`src/rtl/seg7_pkg.sv`:
```
// seg7_pkg: shared seven-segment types, the blank pattern and the hex decode table.
// Segment vectors are ordered {g,f,e,d,c,b,a} and are active-low (0 = segment lit).
package seg7_pkg;

    typedef logic [6:0] seg_t;

    localparam seg_t SEG_OFF = 7'h7F;

    localparam seg_t HEX_SEG [16] = '{
        7'h40, 7'h79, 7'h24, 7'h30,
        7'h19, 7'h12, 7'h02, 7'h78,
        7'h00, 7'h10, 7'h08, 7'h03,
        7'h46, 7'h21, 7'h06, 7'h0E
    };

    function automatic seg_t hex_to_seg(input logic [3:0] nib);
        return HEX_SEG[nib];
    endfunction

endpackage

```
`src/rtl/seg7_scan_driver_edge_tick_sync.sv`:
```
// edge_tick_sync: brings an asynchronous slow clock level into the clk_in domain
// and turns each rising edge into a single clk_in-cycle tick. A level that is held
// high or low produces no tick.
module edge_tick_sync #(
    parameter int SYNC_STAGES = 2
) (
    input  logic clk_in,
    input  logic rst_n,
    input  logic async_in,
    output logic tick
);

    logic [SYNC_STAGES-1:0] sync_q;
    logic                   delay_q;

    // Synchroniser chain plus one delay flop used for rising-edge detection.
    always_ff @(posedge clk_in or negedge rst_n) begin
        if (!rst_n) begin
            sync_q  <= '0;
            delay_q <= 1'b0;
        end else begin
            sync_q  <= {sync_q[SYNC_STAGES-2:0], async_in};
            delay_q <= sync_q[SYNC_STAGES-1];
        end
    end

    assign tick = sync_q[SYNC_STAGES-1] & ~delay_q;

endmodule

```
`src/rtl/seg7_scan_driver.sv`:
```
// seg7_scan_driver: time-multiplexed common-anode seven-segment driver on clk_in.
// The slow scan clock only advances the digit index; value/dp_in are captured as a
// whole frame when the index wraps to 0 so a frame never mixes two values.
// Optional build macro SEG7_LEADING_ZERO_BLANK_EN blanks leading zero digits.
import seg7_pkg::*;

module seg7_scan_driver #(
    parameter int NUM_DIGITS  = 4,
    parameter int SYNC_STAGES = 2
) (
    input  logic                    clk_in,
    input  logic                    rst_n,
    input  logic                    scan_clk,
    input  logic [4*NUM_DIGITS-1:0] value,
    input  logic [NUM_DIGITS-1:0]   dp_in,
    input  logic                    blank,
    output logic [NUM_DIGITS-1:0]   an,
    output logic [6:0]              seg,
    output logic                    dp
);

    localparam int IDX_W = $clog2(NUM_DIGITS);
    localparam logic [IDX_W-1:0] LAST_IDX = IDX_W'(NUM_DIGITS - 1);

    logic                    tick;
    logic [IDX_W-1:0]        idx;
    logic [4*NUM_DIGITS-1:0] snap_val;
    logic [NUM_DIGITS-1:0]   snap_dp;
    logic [3:0]              cur_nib;
    logic                    show;
    logic [NUM_DIGITS-1:0]   an_nxt;
    seg_t                    seg_nxt;
    logic                    dp_nxt;

    edge_tick_sync #(
        .SYNC_STAGES(SYNC_STAGES)
    ) u_tick (
        .clk_in  (clk_in),
        .rst_n   (rst_n),
        .async_in(scan_clk),
        .tick    (tick)
    );

    // Digit index advances on each scan tick; the frame snapshot is taken on wrap.
    always_ff @(posedge clk_in or negedge rst_n) begin
        if (!rst_n) begin
            idx      <= '0;
            snap_val <= '0;
            snap_dp  <= '0;
        end else if (tick) begin
            if (idx == LAST_IDX) begin
                idx      <= '0;
                snap_val <= value;
                snap_dp  <= dp_in;
            end else begin
                idx <= idx + 1'b1;
            end
        end
    end

`ifdef SEG7_LEADING_ZERO_BLANK_EN
    logic [NUM_DIGITS-1:0] lz_mask;

    // Digit i>=1 is dark when it and every more significant snapshot nibble is zero
    // and its decimal point is not requested; digit 0 is always shown.
    always_comb begin
        lz_mask = '0;
        for (int unsigned i = 1; i < NUM_DIGITS; i++) begin
            lz_mask[i] = ((snap_val >> (4 * i)) == '0) && !snap_dp[i];
        end
        show = !lz_mask[idx];
    end
`else
    assign show = 1'b1;
`endif

    // Decode the current digit from the snapshot, forcing the off pattern when blanked.
    always_comb begin
        an_nxt  = '1;
        seg_nxt = SEG_OFF;
        dp_nxt  = 1'b1;
        cur_nib = snap_val[{idx, 2'b00} +: 4];
        if (!blank && show) begin
            an_nxt  = ~(NUM_DIGITS'(1) << idx);
            seg_nxt = hex_to_seg(cur_nib);
            dp_nxt  = ~snap_dp[idx];
        end
    end

    // Anode, segment and dp outputs all switch on the same edge to avoid ghosting.
    always_ff @(posedge clk_in or negedge rst_n) begin
        if (!rst_n) begin
            an  <= '1;
            seg <= SEG_OFF;
            dp  <= 1'b1;
        end else begin
            an  <= an_nxt;
            seg <= seg_nxt;
            dp  <= dp_nxt;
        end
    end

endmodule

```
`config.mk`:
```
export PLATFORM = sky130hd
export DESIGN_NAME = seg7_scan_driver
export DESIGN_NICKNAME = d
export VERILOG_FILES = /design/src/rtl/seg7_pkg.sv /design/src/rtl/seg7_scan_driver_edge_tick_sync.sv /design/src/rtl/seg7_scan_driver.sv
export SDC_FILE = /design/constraint.sdc
export NUM_CORES = 1
export LEC_CHECK = 0
export ABC_CLOCK_PERIOD_IN_PS = 3150
export CAP_MARGIN = 0
export CORE_AREA = 2 2 69 71
export CTS_CLUSTER_SIZE = 14
export DETAILED_ROUTE_END_ITERATION = 7
export DIE_AREA = 0 0 71 73
export HOLD_SLACK_MARGIN = 0.02
export PLACE_DENSITY = 0.61
export RECOVER_POWER = 25
export SLEW_MARGIN = 0
export SYNTH_ARGS = -nofsm -noshare
export SYNTH_HDL_FRONTEND = slang
export SYNTH_HIERARCHICAL = 1
export SYNTH_SLANG_ARGS = --single-unit
```
`constraint.sdc`:
```
create_clock -name clk_in -period 3.15 [get_ports clk_in]
set_clock_uncertainty 0.05 [all_clocks]
set_input_delay 0.63 -clock clk_in [delete_from_list [all_inputs] [get_ports clk_in]]
set_output_delay 0.63 -clock clk_in [all_outputs]
set_load 0.005 [all_outputs]
```
Yosys cells after proc, flatten, opt, wreduce, memory -nomap -nowiden --
Memory sizes are Yosys's and may differ from the RTL's. Index checks and enable logic that the tools add are counted.
Word-level totals: register bits 37, bits in latches 0, RAM bits 0, bits in read-only memories 112, input bits 24, output and inout port bits 12, word-level logic and storage cells 29, memories kept 1
Operators by class: $add $sub $neg 1, multiply operators 0, div/mod/pow operators 0, order comparisons 2, equality and inequality tests 1, shift-type cells 2, muxes and demuxes 8, bitwise logic cells 5, reduce and logical (&&, ||, !) cells 1
Memory list:
- (name not given) | depth 16, width 7, read ports 1, clocked after memory_dff 0, write ports 0, RTL line seg7_pkg.sv:17 | return HEX_SEG[nib];
Operators by type and width (number):
- 7-bit 2-to-1 mux | 3
- 16-bit by 5-bit variable part select with 4-bit output | 1
- 5-bit >= comparator, second input constant | 1
- 4-bit inverter with 5-bit output | 1
- 4-bit 2-to-1 mux | 1
- 4-bit inverter | 1
- 1-bit by 2-bit << shifter with 4-bit output, first input constant | 1
- 2-bit by 3-bit less-than comparator with 1-bit output, second input constant | 1
- 2-bit by 1-bit adder with 2-bit output, second input constant | 1
- 1-bit binary-select mux with 2-bit select | 1
- 2-bit == test, second input constant | 1
- 1-bit 2-to-1 mux | 2
- 2-bit 2-to-1 mux | 1
- 1-bit inverter | 2
- 2-bit AND reduction | 1
- 1-bit AND | 1

Longest topological paths before layout --
Gate-level depths: netlist (run 1).
depth in word-level cells 6, depth in mapped cells 7, depth with buffers taken out 6

Modules after synthesis --
The synthesis (run 1) kept the hierarchy.
By module, submodules not included:
- seg7_scan_driver | instances 1, cells each 118, area an instance 1630.3 um^2, seq. area each 865.8 um^2
- edge_tick_sync | instances 1, cells each 4, area an instance 88.8 um^2, seq. area each 75.1 um^2

Worst setup path before layout (run 1) --
OpenSTA, ideal clock, no wires.
path type flip-flop to flip-flop, from reg idx[0], to reg seg[5], library setup time 82 ps, arrival time 1879 ps, data required time 3018 ps, path slack 1139 ps, cell stages (with the launch flop) 6, clock period less this slack 2011 ps, path through dfrtp_1 > buf_6 > mux4_2 > ha_1 > mux2_1 > a211o_1
On the way: word-level cells in the longest chain between the ends 6
Ends and longest elaborated chain:
- from (decl) | RTL line seg7_scan_driver.sv:26 | logic [IDX_W-1:0] idx;
- from (signal assigned) | RTL line seg7_scan_driver.sv:56 | idx <= idx + 1'b1;
- 16-bit by 5-bit variable part select with 4-bit output | RTL line seg7_scan_driver.sv:82 | cur_nib = snap_val[{idx, 2'b00} +: 4];
- 4-bit inverter with 5-bit output (not written as such) | RTL line seg7_pkg.sv:17
- memory read 16 x 7 bit
- 7-bit 2-to-1 mux (not written as such) (2 in series) | RTL line seg7_pkg.sv:17
- 7-bit 2-to-1 mux | RTL line seg7_scan_driver.sv:83 | if (!blank && show) begin
- via seg_nxt[5] | RTL line seg7_scan_driver.sv:32 | seg_t seg_nxt;
- to (signal assigned) | RTL line seg7_scan_driver.sv:98 | seg <= seg_nxt;
- to (decl) | RTL line seg7_scan_driver.sv:18 | output logic [6:0] seg,
The timed path passes the listed nets, and every way through them passes these cells. The select of a mux whose other input is x is not followed. A chain may end at the register's enable or synchronous reset.

Worst setup path in the final report (run 1) --
Ends and elaborated chain as after synthesis.

==> results of run 1 <==
==> registers in the layout, summed over array words and instances, names as in the netlist <==
name and count:
dp 1, snap_dp 4, snap_val 16, u_tick/delay_q 1
an 4, u_tick/sync_q 2, seg 7, idx 2
==> cell usage after synthesis (all sizes together) (2+ instances only) <==
| cell | n | area (sq um) |
|---|---|---|
| nand3b | 2 | 15.0 |
| a211o | 3 | 26.3 |
| o21ai | 2 | 10.0 |
| nor4b | 2 | 17.5 |
| mux2 | 23 | 259 |
| dfrtp | 25 | 626 |
| mux2i | 3 | 30.0 |
| clkbuf | 3 | 11.3 |
| nor2 | 2 | 7.51 |
| dfstp | 12 | 315 |
| inv | 9 | 33.8 |
| buf | 3 | 21.3 |
| ha | 10 | 125 |
| nor3 | 2 | 10.0 |
| mux4 | 5 | 113 |
| nand2 | 7 | 26.3 |
==> power by group <==
| group | switching [mW] | internal, mW | leakage [nW] |
|---|---|---|---|
| registers | 0.116 | 0.724 | 0.419 |
| logic | 0.444 | 0.553 | 0.457 |
| clock network | 0.157 | 0.198 | 0.0542 |
==> final cells by class <==
cell class                 instances  share of cell area
sequential                        37               0.428
multi-input combinational         70               0.324
timing repair buffer              35               0.156
clock buffer                       7              0.0438
tap                               54              0.0307
inverter                           9              0.0154
clock inverter                     1             0.00228
==> worst paths after layout <==
kind,to,slack (ps),cells past startpoint
max,seg[5],900,4
max reg2reg,seg[5],900,4
max in group asynchronous,snap_dp[0],1110,1
min in group asynchronous,idx[1],830,1
min reg2reg,u_tick/sync_q[1],300,0
min,u_tick/sync_q[1],300,0
==> per-stage QoR <==
stage | setup slack (ps) | util
2_1_floorplan | 1140 | -
5_1_grt | 693 | 0.485
3_3_place_gp | 977 | 0.463
3_5_place_dp | 883 | 0.463
6_report | 900 | 0.485
4_1_cts | 863 | 0.485
==> per-layer routing <==
layer  GRT usage  vias to the layer above  part of all wire
li1            -                      496                 -
met1       0.164                      490              0.45
met2       0.205                       28              0.47
met3      0.0442                        6             0.054
met4      0.0566                        0             0.019
met5           0                        -                 0
==> logic make-up (layout without fill, tap and decap cells) <==
| family | Yosys count | after routing | synth area share |
|---|---|---|---|
| and+or+nand+nor | 19 | 19 | 0.0633 |
| AOI/OAI and AO/OA | 9 | 9 | 0.0393 |
| buffers and inverters | 15 | 52 | 0.0386 |
| xor gates and xnor gates | 1 | 1 | 0.00510 |
| adders and majority gates | 10 | 10 | 0.0728 |
| DFF | 37 | 37 | 0.547 |
| muxes | 31 | 31 | 0.234 |
==> cell usage in the layout, fill, tap and decap left out, drive strengths merged, types with 3 or more instances in the layout <==
cell / netlist / routed
a211o: 3 / 3
inv: 9 / 9
nand2: 7 / 7
ha: 10 / 10
mux4: 5 / 5
dfrtp: 25 / 25
mux2: 23 / 23
dfstp: 12 / 12
clkdlybuf4s50: 0 / 33
mux2i: 3 / 3
clkbuf: 3 / 8
==> flow_summary.json, run 1 <==
{
  "cts_tree": "yes",
  "p_leak_nw": 0.931,
  "vdd_ir_drop_max_v": 0.000335,
  "areaGrowthSynthToFinish_pct": 27.9,
  "status": "finished with violations",
  "whs_ps": 301,
  "gp_congestion": 0.801,
  "worstSetupStartpointType": "flop",
  "cts_buffer_depth": 2,
  "fin_crit_ps": 2250,
  "ys.flop_type": "dfrtp_1",
  "max_freq_mhz": 445,
  "synth_area_per_cell_sq_um": 14.1,
  "grt_first_pass_wirelength_microns": 5080,
  "powerDensity_nw_per_um2": 996,
  "syn_inst": 122,
  "routedWlPerCell_microns": 13.5,
  "cts_resized": 0,
  "grt_max_degree": 38,
  "cp_max_fo": 8,
  "worstSetupPathType": "flop to flop",
  "end_kind": "flop",
  "finalInstanceArea_sq_um": 2200,
  "cts_hold_buffers": 0,
  "drv_cap": 1,
  "antenna_found_initial": 0,
  "rsz0062_at_grt": "no",
  "synth-seq-cells": 37,
  "num-nets-final": 192,
  "initial_core_util": 0.379,
  "drc": 0,
  "dp_cells": 205,
  "drtIter0Drc": 44,
  "die-area_sq_um": 5180,
  "final_cells": 213,
  "critPathBufInv": 0,
  "synth_cell_types": 27,
  "port_buffers": 35,
  "cp_cell_sequence": "mux4_2 -> ha_1 -> mux2_1 -> a211o_1",
  "max_stage_delay_ps": 630,
  "htreeDepth": 2,
  "relSlewSlack": -0.292,
  "r2r-start": "idx[0]",
  "worstPathRequired_ps": 3310,
  "vias": 1020,
  "finalMaxSlewViolations": 38,
  "die_h_microns": 73,
  "worst_slew_pin_slew_ps": 1940,
  "fillerInstances": 404,
  "post-dp-hpwl_microns": 2100,
  "die_x_microns": 71,
  "seq_area_sq_um": 941,
  "setup_tns_ps": 0,
  "syn_area_sq_um": 1720,
  "vias_per_cell": 4.79,
  "violations": "max-capacitance violations, max-slew violations",
  "dpl-instance-area_sq_um": 2100,
  "clkSlewWorstSetupHoldPaths_ps": 70,
  "fp-row-count": 25,
  "clock_latency_ps": 290,
  "cts_buffers": 5,
  "multi_input_area_sq_um": 712,
  "cts.sinks": 37,
  "async_reset_ff_frac": 1.00,
  "worstPathArrival_ps": 2410,
  "root_buffer": "clkbuf_8",
  "io_pins": 36,
  "period_share": 0.714,
  "ant_nets": 0,
  "setup-violations-final": 0,
  "grtUsageTotal": 0.130,
  "yosysSeqAreaShare": 0.547,
  "synth-edff-count": 0,
  "min_from": "u_tick/sync_q[0]",
  "first_pass_iters": 3,
  "drive_gt1_frac": 0.289,
  "crit_family": "multiplexers",
  "hold_viol_final": 0,
  "postCtsSetupRepairBufs": 0,
  "grt_pass1_vias": 1050,
  "antenna_cells": 0,
  "gr-total-overflow": 0,
  "cpMaxStageDelayCell": "mux4_2",
  "p_total_mw": 2.19,
  "yosysWarnings": 6,
  "core_area_sq_um": 4540,
  "min_path_type": "flop to flop",
  "drt_wl_total_microns": 2880,
  "syn_nets": 156,
  "cp-startpoint": "idx[0]"
}
No activity file was read; power rests on OpenSTA's default activity.
==> run 2: changes to the inputs <==
--- a/config.mk
+++ b/config.mk
@@ -5,14 +5,14 @@
 export SDC_FILE = /design/constraint.sdc
 export NUM_CORES = 1
 export LEC_CHECK = 0
-export ABC_CLOCK_PERIOD_IN_PS = 3150
+export ABC_CLOCK_PERIOD_IN_PS = 1900
 export CAP_MARGIN = 0
 export CORE_AREA = 2 2 69 71
 export CTS_CLUSTER_SIZE = 14
 export DETAILED_ROUTE_END_ITERATION = 7
 export DIE_AREA = 0 0 71 73
 export HOLD_SLACK_MARGIN = 0.02
-export PLACE_DENSITY = 0.61
+export PLACE_DENSITY = 0.63
 export RECOVER_POWER = 25
 export SLEW_MARGIN = 0
 export SYNTH_ARGS = -nofsm -noshare
==> constraint.sdc (replaced) <==
create_clock -name clk_in -period 1.9 [get_ports clk_in]
set_clock_uncertainty 0.05 [all_clocks]
set_input_delay 0.38 -clock clk_in [delete_from_list [all_inputs] [get_ports clk_in]]
set_output_delay 0.38 -clock clk_in [all_outputs]
set_load 0.005 [all_outputs]
==> run 2 against run 1 <==
Compared with the run above:
- the run ends with negative setup slack left
- fmax rose by 18%
- non-clock buffer count rose by 12
- final area rose by 7.4%
- core utilization rose by 3.6 points
- die area did not move
- combinational power rose by 110%
- highest routed layer unchanged
- sequential power rose by 63%
- global-route usage fell by 0.20 points
- sequential share of layout area fell by 2.9 points
- first-iteration DRC count fell by 20%
- flip-flop and latch count did not move
==> flow_summary.json, run 2 (synthesized netlist as in run 1, its figures left out) <==
{
  "period_share": 1.00,
  "grtUsageTotal": 0.128,
  "cts_buffer_depth": 2,
  "setup-violations-final": 2,
  "p_leak_nw": 1.00,
  "dpl-instance-area_sq_um": 2210,
  "vdd_ir_drop_max_v": 0.000781,
  "die-area_sq_um": 5180,
  "hold_viol_final": 0,
  "post-dp-hpwl_microns": 2170,
  "ant_nets": 0,
  "drive_gt1_frac": 0.392,
  "port_buffers": 35,
  "reg_top3": "snap_val (16), seg (7)",
  "final_cells": 225,
  "max_stage_delay_ps": 630,
  "first_pass_iters": 2,
  "worst_slew_pin_slew_ps": 877,
  "worstSetupPathType": "flop to flop",
  "max_freq_mhz": 524,
  "gp_congestion": 0.798,
  "final_util": 0.521,
  "min_path_type": "input port to asynchronous set/reset pin",
  "worstPathRequired_ps": 2060,
  "root_buffer": "clkbuf_8",
  "final_cell_mix": "clkdlybuf4s50_1 (34), dfrtp_1 (24), mux2_2 (20)",
  "regMostFlops": "snap_val",
  "initial_core_util": 0.379,
  "areaGrowthSynthToFinish_pct": 37.4,
  "powerDensity_nw_per_um2": 1760,
  "ff2ff_path_depth": 4,
  "cpMaxStageDelayCell": "mux4_2",
  "layout_commonest_cell": "clkdlybuf4s50_1",
  "vias": 1078,
  "drc": 0,
  "rsz0062_at_grt": "yes",
  "routedWlPerCell_microns": 12.9,
  "finalMaxSlewViolations": 0,
  "grt_max_degree": 38,
  "cts_tree": "yes",
  "die_h_microns": 73,
  "cts_buffers": 5,
  "p_total_mw": 4.15,
  "dp_cells": 214,
  "setup_slack_ps": -7.80,
  "core_area_sq_um": 4540,
  "cp_cell_sequence": "mux4_2 -> ha_4 -> mux2_4 -> a211o_1",
  "fp-row-count": 25,
  "cp_max_fo": 5,
  "drv_cap": 0,
  "fin_crit_ps": 1910,
  "violations": "negative setup slack",
  "worstPathArrival_ps": 2070,
  "antenna_found_initial": 0,
  "io_pins": 36,
  "largest_reg_flops": 16,
  "clock_latency_ps": 280,
  "status": "finished with violations",
  "drtIter0Drc": 35,
  "cts.sinks": 37,
  "die_x_microns": 71,
  "end_kind": "flop",
  "vias_per_cell": 4.79,
  "worstSetupStartpointType": "flop",
  "drt_wl_total_microns": 2910,
  "finalInstanceArea_sq_um": 2360,
  "cts_hold_buffers": 0,
  "grt_first_pass_wirelength_microns": 5110,
  "grt_pass1_vias": 1103,
  "clkSlewWorstSetupHoldPaths_ps": 70,
  "gr-total-overflow": 0,
  "relSlewSlack": 0.415,
  "antenna_cells": 0,
  "num-nets-final": 204,
  "htreeDepth": 2
}
==> run 2: cell count changes in the layout (fill, tap and decap cells not counted), sizes merged <==
cell	delta
bufinv	+1
clkdlybuf4s50	+1
clkinv	-1
buf	+12
dlygate4sd3	-1
==> run 2: stage by stage <==
| stage | setup TNS, ps | worst slack (ps) | hold slack [ps] |
|---|---|---|---|
| after floorplan | -45.5 | -22.8 | 34.4 |
| after global placement | 0 | 22.8 | 283 |
| after detailed placement | -156 | -51.7 | 286 |
| after CTS | -27.9 | -14.4 | 90.5 |
| after global routing | -279 | -77.3 | 308 |
| final | -14.5 | -7.80 | 249 |
==> run 2: repair_timing <==
action,4_1_cts,5_1_grt
pin swaps,0,1
endpoints found under the setup margin,5,6
gates cloned,0,0
setup buffers,3,0
gates resized for setup,2,1
==> run 2: final timing paths <==
path                                  start          endpoint  slack [ps]
max reg2reg                          idx[0]            seg[5]          -8
min in group clk_in        u_tick/sync_q[0]  u_tick/sync_q[1]         300
min reg2reg                u_tick/sync_q[0]  u_tick/sync_q[1]         300
max in group asynchronous             rst_n            idx[0]         950
min                                   rst_n    u_tick/delay_q         250
max                                  idx[0]            seg[5]          -8
==> run 2: cell type report <==
type / count / area, sq um
clock buffer: 7 / 86.3
clock inverter: 1 / 30.0
fill: 384 / 2170
inverter: 9 / 33.8
multi-input combinational: 70 / 757
sequential: 37 / 942
tap: 54 / 67.6
timing repair buffer: 47 / 445
==> run 2: power by group <==
part           internal (mW)  switching, mW
clock                  0.428          0.267
combinational           1.21          0.880
sequential              1.20          0.165
total                   2.84           1.31
==> run 2: routing by layer <==
layer  share of wire  routed length [microns]  track usage
met4          0.0093                       27       0.0377
met5               0                        0            0
met3           0.062                      181       0.0483
met1            0.45                     1300        0.163
met2            0.48                     1400        0.206
==> run 2: critical path, delay by kind of cell, from the launching register on <==
family / cells / cell delay, ps
AOI/OAI and AO/OA: 1 / 260
DFF: 1 / 410
adders and majority gates: 1 / 220
muxes: 2 / 890
